### config.mk
export PLATFORM = sky130hd
export DESIGN_NAME = tone_sequencer
export DESIGN_NICKNAME = d
export VERILOG_FILES = /design/src/rtl/tone_pkg.sv /design/src/rtl/tone_fifo.sv /design/src/rtl/tone_sequencer.sv
export SDC_FILE = /design/constraint.sdc
export NUM_CORES = 1
export LEC_CHECK = 0
export ABC_AREA = 1
export CORE_UTILIZATION = 64
export CTS_BUF_LIST = sky130_fd_sc_hd__clkbuf_4
export CTS_CLUSTER_DIAMETER = 40
export DETAILED_ROUTE_END_ITERATION = 6
export GPL_TIMING_DRIVEN = 1
export HOLD_SLACK_MARGIN = 0.15
export PLACE_DENSITY = 0.87
export REMOVE_ABC_BUFFERS = 1
export SLEW_MARGIN = 20
export SYNTH_ARGS = -nofsm -noshare
export SYNTH_HDL_FRONTEND = slang
export SYNTH_SLANG_ARGS = --single-unit
### constraint.sdc
create_clock -name clk -period 5.8 [get_ports clk]
set_input_delay 0.58 -clock clk [delete_from_list [all_inputs] [get_ports clk]]
set_output_delay 0.58 -clock clk [all_outputs]
set_load 0.1 [all_outputs]
### src/rtl/tone_pkg.sv
// Shared types and tables for the tone sequencer: note prescales (25 MHz),
// per-channel pitch/duration tables and the player state encoding.
package tone_pkg;

  typedef enum logic [1:0] {
    ST_IDLE,
    ST_PLAY,
    ST_GAP
  } state_e;

  localparam logic [9:0] NOTE_DO = 10'h175;
  localparam logic [9:0] NOTE_RE = 10'h14C;
  localparam logic [9:0] NOTE_MI = 10'h128;
  localparam logic [9:0] NOTE_FA = 10'h117;
  localparam logic [9:0] NOTE_LA = 10'h0DD;
  localparam logic [9:0] NOTE_SI = 10'h18B;

  // Tables are sized for up to 8 channels; entries 6 and 7 repeat 0 and 1.
  localparam int MAX_CH = 8;

  localparam logic [9:0] PITCH [MAX_CH] = '{
    NOTE_DO, NOTE_RE, NOTE_MI, NOTE_FA, NOTE_LA, NOTE_SI, NOTE_DO, NOTE_RE
  };

  localparam logic [7:0] DUR [MAX_CH] = '{
    8'd3, 8'd4, 8'd10, 8'd5, 8'd2, 8'd6, 8'd3, 8'd4
  };

endpackage

### src/rtl/tone_fifo.sv
// Synchronous tone-request FIFO holding channel indices; a separate count
// register disambiguates full from empty when the pointers coincide.
module tone_fifo #(
  parameter int DEPTH = 4,
  parameter int W     = 3
) (
  input  logic         clk,
  input  logic         reset,
  input  logic         push,
  input  logic [W-1:0] wdata,
  input  logic         pop,
  output logic [W-1:0] rdata,
  output logic         full,
  output logic         empty
);

  localparam int AW = $clog2(DEPTH);
  localparam logic [AW-1:0] PTR_ONE = 1;
  localparam logic [AW:0]   CNT_ONE = 1;
  localparam logic [AW:0]   CNT_FULL = DEPTH[AW:0];

  logic [W-1:0]  mem_q [DEPTH];
  logic [AW-1:0] wr_q, rd_q;
  logic [AW:0]   cnt_q;
  logic          do_push, do_pop;

  assign full    = (cnt_q == CNT_FULL);
  assign empty   = (cnt_q == '0);
  assign do_push = push && !full;
  assign do_pop  = pop && !empty;
  assign rdata   = mem_q[rd_q];

  always_ff @(posedge clk) begin
    if (reset) begin
      wr_q  <= '0;
      rd_q  <= '0;
      cnt_q <= '0;
    end else begin
      if (do_push) wr_q <= wr_q + PTR_ONE;
      if (do_pop)  rd_q <= rd_q + PTR_ONE;
      case ({do_push, do_pop})
        2'b10:   cnt_q <= cnt_q + CNT_ONE;
        2'b01:   cnt_q <= cnt_q - CNT_ONE;
        default: cnt_q <= cnt_q;
      endcase
    end
  end

  always_ff @(posedge clk) begin
    if (do_push) mem_q[wr_q] <= wdata;
  end

endmodule

### src/rtl/tone_sequencer.sv
// Priority tone sequencer: request edges are latched as pending, queued in
// priority order, then played one tone at a time with optional preemption.
module tone_sequencer
  import tone_pkg::*;
#(
  parameter int NUM_CH     = 6,
  parameter int DEPTH      = 4,
  parameter int PS_W       = 10,
  parameter int DUR_W      = 6,
  parameter int GAP_FRAMES = 1
) (
  input  logic                      clk,
  input  logic                      reset,
  input  logic                      startOfFrame,
  input  logic [NUM_CH-1:0]         request,
  input  logic                      preempt,
  output logic [PS_W-1:0]           preScaleValue,
  output logic                      busy,
  output logic [$clog2(NUM_CH)-1:0] activeChannel,
  output logic                      dropPulse
);

  localparam int CH_W  = $clog2(NUM_CH);
  localparam int GAP_W = $clog2(GAP_FRAMES + 2);
  localparam logic [DUR_W-1:0] DUR_ONE  = 1;
  localparam logic [GAP_W-1:0] GAP_ONE  = 1;
  localparam logic [GAP_W-1:0] GAP_LOAD = GAP_W'(GAP_FRAMES);

  logic [NUM_CH-1:0] hist_q, armed_q, pending_q, pending_d, req_edge, push_mask;
  logic              drop_q, push_vld;
  logic [CH_W-1:0]   push_ch, fifo_head, ac_q;
  logic              fifo_full, fifo_empty, pop_w, preempt_hit;
  state_e            state_q;
  logic [PS_W-1:0]   ps_q, load_ps;
  logic [DUR_W-1:0]  dur_q, load_dur;
  logic [GAP_W-1:0]  gap_q;
  logic [2:0]        tbl_idx;

  // A channel held high through reset is disarmed until it drops to 0.
  assign req_edge = request & ~hist_q & armed_q;

  always_comb begin
    push_vld = 1'b0;
    push_ch  = '0;
    for (int i = NUM_CH - 1; i >= 0; i--) begin
      if (pending_q[i]) begin
        push_vld = 1'b1;
        push_ch  = CH_W'(i);
      end
    end
    push_mask = (push_vld && !fifo_full) ? (NUM_CH'(1) << push_ch) : '0;
    pending_d = (pending_q & ~push_mask) | (req_edge & ~pending_q);
  end

  always_ff @(posedge clk) begin
    if (reset) begin
      hist_q    <= '0;
      armed_q   <= ~request;
      pending_q <= '0;
      drop_q    <= 1'b0;
    end else begin
      hist_q    <= request;
      armed_q   <= armed_q | ~request;
      pending_q <= pending_d;
      drop_q    <= |(req_edge & pending_q);
    end
  end

  tone_fifo #(
    .DEPTH (DEPTH),
    .W     (CH_W)
  ) u_fifo (
    .clk   (clk),
    .reset (reset),
    .push  (push_vld && !fifo_full),
    .wdata (push_ch),
    .pop   (pop_w),
    .rdata (fifo_head),
    .full  (fifo_full),
    .empty (fifo_empty)
  );

  assign preempt_hit = (state_q == ST_PLAY) && preempt && !fifo_empty && (fifo_head < ac_q);
  assign pop_w       = ((state_q == ST_IDLE) && !fifo_empty) || preempt_hit;
  assign tbl_idx     = 3'(fifo_head);
  assign load_ps     = PS_W'(PITCH[tbl_idx]);
  assign load_dur    = DUR_W'(DUR[tbl_idx]);

  // A frame tick on the load cycle is not counted against the new tone.
  always_ff @(posedge clk) begin
    if (reset) begin
      state_q <= ST_IDLE;
      ps_q    <= '0;
      ac_q    <= '0;
      dur_q   <= '0;
      gap_q   <= '0;
    end else begin
      case (state_q)
        ST_IDLE: begin
          if (pop_w) begin
            state_q <= ST_PLAY;
            ps_q    <= load_ps;
            ac_q    <= fifo_head;
            dur_q   <= load_dur;
          end
        end
        ST_PLAY: begin
          if (preempt_hit) begin
            ps_q  <= load_ps;
            ac_q  <= fifo_head;
            dur_q <= load_dur;
          end else if (startOfFrame) begin
            if (dur_q == DUR_ONE) begin
              ps_q  <= '0;
              ac_q  <= '0;
              dur_q <= '0;
              if (GAP_FRAMES == 0) begin
                state_q <= ST_IDLE;
              end else begin
                state_q <= ST_GAP;
                gap_q   <= GAP_LOAD;
              end
            end else begin
              dur_q <= dur_q - DUR_ONE;
            end
          end
        end
        ST_GAP: begin
          if (startOfFrame) begin
            if (gap_q == GAP_ONE) begin
              state_q <= ST_IDLE;
              gap_q   <= '0;
            end else begin
              gap_q <= gap_q - GAP_ONE;
            end
          end
        end
        default: state_q <= ST_IDLE;
      endcase
    end
  end

  assign preScaleValue = ps_q;
  assign activeChannel = ac_q;
  assign busy          = (state_q != ST_IDLE) || !fifo_empty;
  assign dropPulse     = drop_q;

endmodule

* After elaboration in Yosys (flattened, before gate mapping)
Memory sizes are Yosys's and may differ from the RTL's. A register that Yosys moved wholly into a read port is not among the register bits. Index checks and enable logic that the tools add are counted.
Word-level totals: memories 3, bits in read-only memories 144, bits of input ports 10, bits in registers 49, logic and storage cells 124, bits in writable memories 12
Cells by class: bitwise logic cells 12, reduce and logical (&&, ||, !) cells 22, add/subtract/negate cells 6, equality and inequality tests 15, order comparisons 2, shift-type cells 1, multiplexer cells 51
Memory list:
- (name not given) | words 8, width 10, rd ports 1, clocked after Yosys merged registers in 0, wr ports 0, RTL line tone_sequencer.sv:86 | assign load_ps = PS_W'(PITCH[tbl_idx]);
- (name not given) | words 8, width 8, rd ports 1, clocked after Yosys merged registers in 0, wr ports 0, RTL line tone_sequencer.sv:87 | assign load_dur = DUR_W'(DUR[tbl_idx]);
- u_fifo.mem_q | words 4, width 3, rd ports 1, clocked after Yosys merged registers in 1, wr ports 1, RTL line tone_fifo.sv:22 | logic [W-1:0] mem_q [DEPTH];
Operators by type and width (count):
- two-way mux 10 bit | 6
- two-way mux 6 bit | 8
- bitwise AND 6 bit | 5
- two-way mux 3 bit | 10
- two-way mux 2 bit | 13
- NOT 6 bit | 4
- one-hot mux 10 bit (2 select lines) | 1
- OR 6 bit | 2
- one-hot mux 3 bit (2 select lines) | 2
- one-hot mux 6 bit (2 select lines) | 1
- two-way mux 1 bit | 8
- inequality test 2 bit (second input constant) | 4
- nonzero test 2 bit | 4
- logical AND 1 bit | 7
- == test 2 x 1 -> 1 bit (second input constant) | 3
- == test 6 x 1 -> 1 bit (second input constant) | 1
- one-hot mux 2 bit (3 select lines) | 1
- AND reduction 6 bit | 1
- OR reduction 6 bit | 1
- left shift 1 x 3 -> 6 bit (first input constant) | 1
- subtractor 6 x 1 -> 6 bit (second input constant) | 1
- AND reduction 5 bit | 1
- adder 2 x 1 -> 2 bit (second input constant) | 2
- == test 2 bit (second input constant) | 2
- other kinds (17) | 20

* Depth between registers and ports, before layout
depth after elaboration 11, depth in mapped cells 19, gate-level depth less buffers 18

* Cells and area by module
A second synthesis with hierarchy kept.
Unflattened totals: cells, all modules 409, area, all modules 3060.4 sq um
By module, submodules not included:
- tone_sequencer | cells an instance 310, seq. area each 820.8 sq um, times used 1, area an instance 2107.0 sq um
- tone_fifo | cells an instance 99, seq. area each 540.5 sq um, times used 1, area an instance 953.4 sq um

* Worst setup path after synthesis
OpenSTA, ideal clock, no wires.
kind register to register, start register ac_q[2] (netlist: activeChannel[2]), end register u_fifo.cnt_q[2], stages on the path, launching flop included 16, path slack 2620 ps, data required time 5678 ps, library setup time 122 ps, arrival 3058 ps, clock period less this slack 3180 ps, cells stage by stage dfxtp_1 -> inv_1 -> ha_1 -> a21oi_1 -> nand2_1 -> nor2_2 -> nand2_4 -> nand2_1 -> buf_4 -> ha_1 -> inv_1 -> fa_1 -> a21oi_1 -> o21ai_0 -> o21ai_0 -> a21oi_1
Between the ends: word-level cells in the longest chain between the ends 6, elaborated cells on any way between the ends 8, classes of those cells order compare: 1; eq/ne: 2; mux: 1; reduce/logical: 4
Ends and longest elaborated chain:
- start: declaration | RTL line tone_sequencer.sv:31 | logic [CH_W-1:0] push_ch, fifo_head, ac_q;
- start signal: assignment | RTL line tone_sequencer.sv:103 | ac_q <= fifo_head;
- start signal: assignment | RTL line tone_sequencer.sv:110 | ac_q <= fifo_head;
- < comparator 3 bit (*) | RTL line tone_sequencer.sv:83 | assign preempt_hit = (state_q == ST_PLAY) && preempt && !fifo_empty && (fifo_head < ac_q);
- logical AND 1 bit (*) | RTL line tone_sequencer.sv:83
- logical OR 1 bit (*) | RTL line tone_sequencer.sv:84 | assign pop_w = ((state_q == ST_IDLE) && !fifo_empty) || preempt_hit;
- logical AND 1 bit (*) | RTL line tone_fifo.sv:30 | assign do_pop = pop && !empty;
- via u_fifo.do_pop | RTL line tone_fifo.sv:25 | logic do_push, do_pop;
- == test 2 x 1 -> 1 bit / == test 2 bit (equally long branches) | RTL line tone_fifo.sv:41 | case ({do_push, do_pop})
- one-hot mux 3 bit (2 select lines) / nonzero test 2 bit (equally long branches)
- end signal: assignment | RTL line tone_fifo.sv:42 | 2'b10: cnt_q <= cnt_q + CNT_ONE;
- end signal: assignment | RTL line tone_fifo.sv:43 | 2'b01: cnt_q <= cnt_q - CNT_ONE;
- end signal: assignment | RTL line tone_fifo.sv:44 | default: cnt_q <= cnt_q;
- end: declaration | RTL line tone_fifo.sv:24 | logic [AW:0] cnt_q;
Mark *: on every way through the listed nets, which the timed path passes. The rest lies on a longest branch. A chain may end at the register's enable or synchronous reset.

==> key figures <==
Drt
  • First DRT Iteration DRCs: 106
  • # DRC: 0
  • Pre-antenna DRT Iters: 7
  • Post-Route WL: 5.27 mm
  • Post-route ant nets: 0
  • Wire per inst: 11.4 um
  • Routed via count: 2,410
  • Vias/cell: 5.19

Final layout
  • Commonest cells after routing, fill and taps aside: nand2_1, inv_1, dfxtp_1
  • Antenna Diode Count: 0
  • Fillers: 322
  • Nets: 434
  • Final cell count without fillers: 464
  • FF+latch area: 1360 um^2
  • Area growth, synth to finish: 11.5%
  • Multi-input gate area: 1330 um^2
  • Commonest non-fill, non-tap cell in the layout: nand2_1
  • Share of layout cells above drive strength 1: 7.28%

Global routing
  • Initial antenna violation count: 0
  • Met3 Usage GRT: 6.06%
  • First-pass GRT wire length: 9.09 mm
  • Busiest grt layer: met2
  • Met2 GRT Util: 41.0%
  • Largest net degree at the start of global routing: 37
  • Global Route met1 Usage: 26.3%
  • Total Routing Usage GR: 23.5%
  • Vias in the first global route: 2,199
  • Overflow after GRT: 0

Timing
  • Final setup margin: 2500 ps
  • Setup TNS: 0 ps
  • Max-slew headroom: 34.7%
  • FMAX: 303 MHz
  • Tcrit/Tclk final: 57.0%
  • Worst-margin pin slew: 977 ps
  • # setup viols final: 0
  • Layout Skew: 12.7 ps
  • RSZ-0062 raised after global routing: false
  • WHS: 467 ps
  • Final hold vios: 0
  • Final min period: 3300 ps
  • Fin. max-slew vios: 0

Critical path
  • CP startpoint kind: flip-flop
  • Crit Path Class: reg2reg
  • Critical Path Fanout Max: 14
  • WP data arrival: 3590 ps
  • Worst EP required: 6090 ps
  • Critical Path Sink Type: flip-flop

Die
  • Chip height: 70.2 um
  • CORE AREA: 4410 um^2
  • Die area: 4920 um^2
  • Initial core utilization: 67.4%
  • Num ports: 25
  • Std cell rows: 24
  • Die span in x: 70.2 um

Synth
  • Mapped Cells: 382
  • Mean Syn Cell Area: 7.79 um^2
  • Cell type with the largest total area after synthesis: dfxtp_1
  • Synth top area cells: dfxtp_1, edfxtp_1, nand2_1
  • Syn Std Cell Area: 2970 um^2
  • Primary FF master, synth: dfxtp_1
  • Number of flops mapped to enable cells by yosys: 12
  • Fraction of registers with async set/reset: 0%
  • Yosys top cell area share: 33.7%
  • Register bit count reported by yosys: 62
  • Register area share after synthesis: 45.8%
  • Post-synth cell types: 33
  • Syn. warnings: 0

Place
  • DP HPWL: 3.75 mm
  • Routability cong.: 0.789
  • DP Worst Slack: 2510 ps
  • Dpl cells: 448
  • I/O Buffers: 23

Clocking
  • CTS tree: built
  • Resized Gates After CTS: 0
  • CTS buffer count: 9
  • Number of H-tree levels: 3
  • Clk Latency, worst-skew pair: 400 ps
  • Hold-fix buffer count after cts: 0
  • Bufs on Longest Clock Path: 2
  • Root buf cell: clkbuf_4
  • CTS Sinks: 62
  • Clock slew at reported path FFs: 100 ps
  • # Post-CTS Setup Buffers: 0

Job
  • Max_cap viols: 0

Outcome
  • Status: finished clean

Hold path
  • Hold crit path type: reg2reg
Yosys cell counts, types with 2 or more instances:
| master | count |
|---|---|
| nand2_2 | 5 |
| buf_4 | 2 |
| nand3_1 | 25 |
| ha_1 | 16 |
| nor3_1 | 11 |
| nand2_1 | 70 |
| nand4_1 | 5 |
| o21ai_0 | 31 |
| edfxtp_1 | 12 |
| inv_2 | 4 |
| buf_6 | 2 |
| a21oi_1 | 18 |
| inv_1 | 54 |
| dfxtp_1 | 50 |
| clkbuf_1 | 4 |
| nand2_4 | 2 |
| nor2_1 | 48 |
| xor2_1 | 2 |
| o211ai_1 | 2 |
| o21ai_1 | 4 |
| a31oi_1 | 3 |
path summary, 6_finish.rpt:
kind	startpoint	slack, ps	cells after the start	end
max	flip-flop	2500	18	u_fifo.cnt_q[2]
min	preScaleValue[1]	470	2	preScaleValue[1]
max reg2reg	flip-flop	2500	18	u_fifo.cnt_q[2]
min reg2reg	preScaleValue[1]	470	2	preScaleValue[1]
stage by stage:
stage	cell area (um^2)	utilization, %
finish	3320	75.1
global placement	3210	72.8
floorplan	2920	-
detailed placement	3210	72.8
CTS	3320	75.1
global route	3320	75.1
cell families after synthesis:
family / synth area share (%)
adders and majority gates: 7.40
other: 0.126
DFF: 45.8
and+or+nand+nor: 26.1
AOI/OAI and AO/OA: 10.3
xor gates and xnor gates: 0.884
buffers and inverters: 9.38
final cells by class:
| cell class | count | share of cell area (%) |
|---|---|---|
| Clock inverter | 6 | 0.905 |
| Tap cell | 52 | 1.96 |
| Multi-Input combinational cell | 252 | 40.2 |
| Sequential cell | 62 | 41.0 |
| Clock buffer | 10 | 2.26 |
| Timing Repair Buffer | 23 | 6.94 |
| Inverter | 59 | 6.68 |
routing by layer:
layer | vias to the layer above | part of all wire [%]
li1 | 1277 | -
met1 | 1079 | 45
met2 | 45 | 49
met3 | 9 | 3.5
met4 | 0 | 1.7
met5 | - | 0
worst max-delay path, cell delays in order (launching register included):
cell and delay (ps):
dfxtp_1 430, inv_2 100, nand2_1 70, nand3_1 80
nand2_2 120, inv_2 90, ha_1 300, a21oi_1 170
nand2_1 80, nor2_2 130, nand2_4 120, nand2_1 360
ha_1 230, inv_1 70, fa_1 380, a21oi_1 150
o21ai_0 110, o21ai_0 160, a21oi_1 60
registers in the layout (all words and copies together) (netlist names), named ones only:
register	count
dur_q	6
u_fifo.rd_q	2
u_fifo.cnt_q	3
pending_q	6
activeChannel	3
u_fifo.wr_q	2
state_q	2
hist_q	6
armed_q	6
preScaleValue	9
u_fifo.mem_q	12
gap_q	2
dropPulse	1
Power is not shown: default switching activity piles up to over one toggle a cycle in this logic, so the estimate is an artifact.
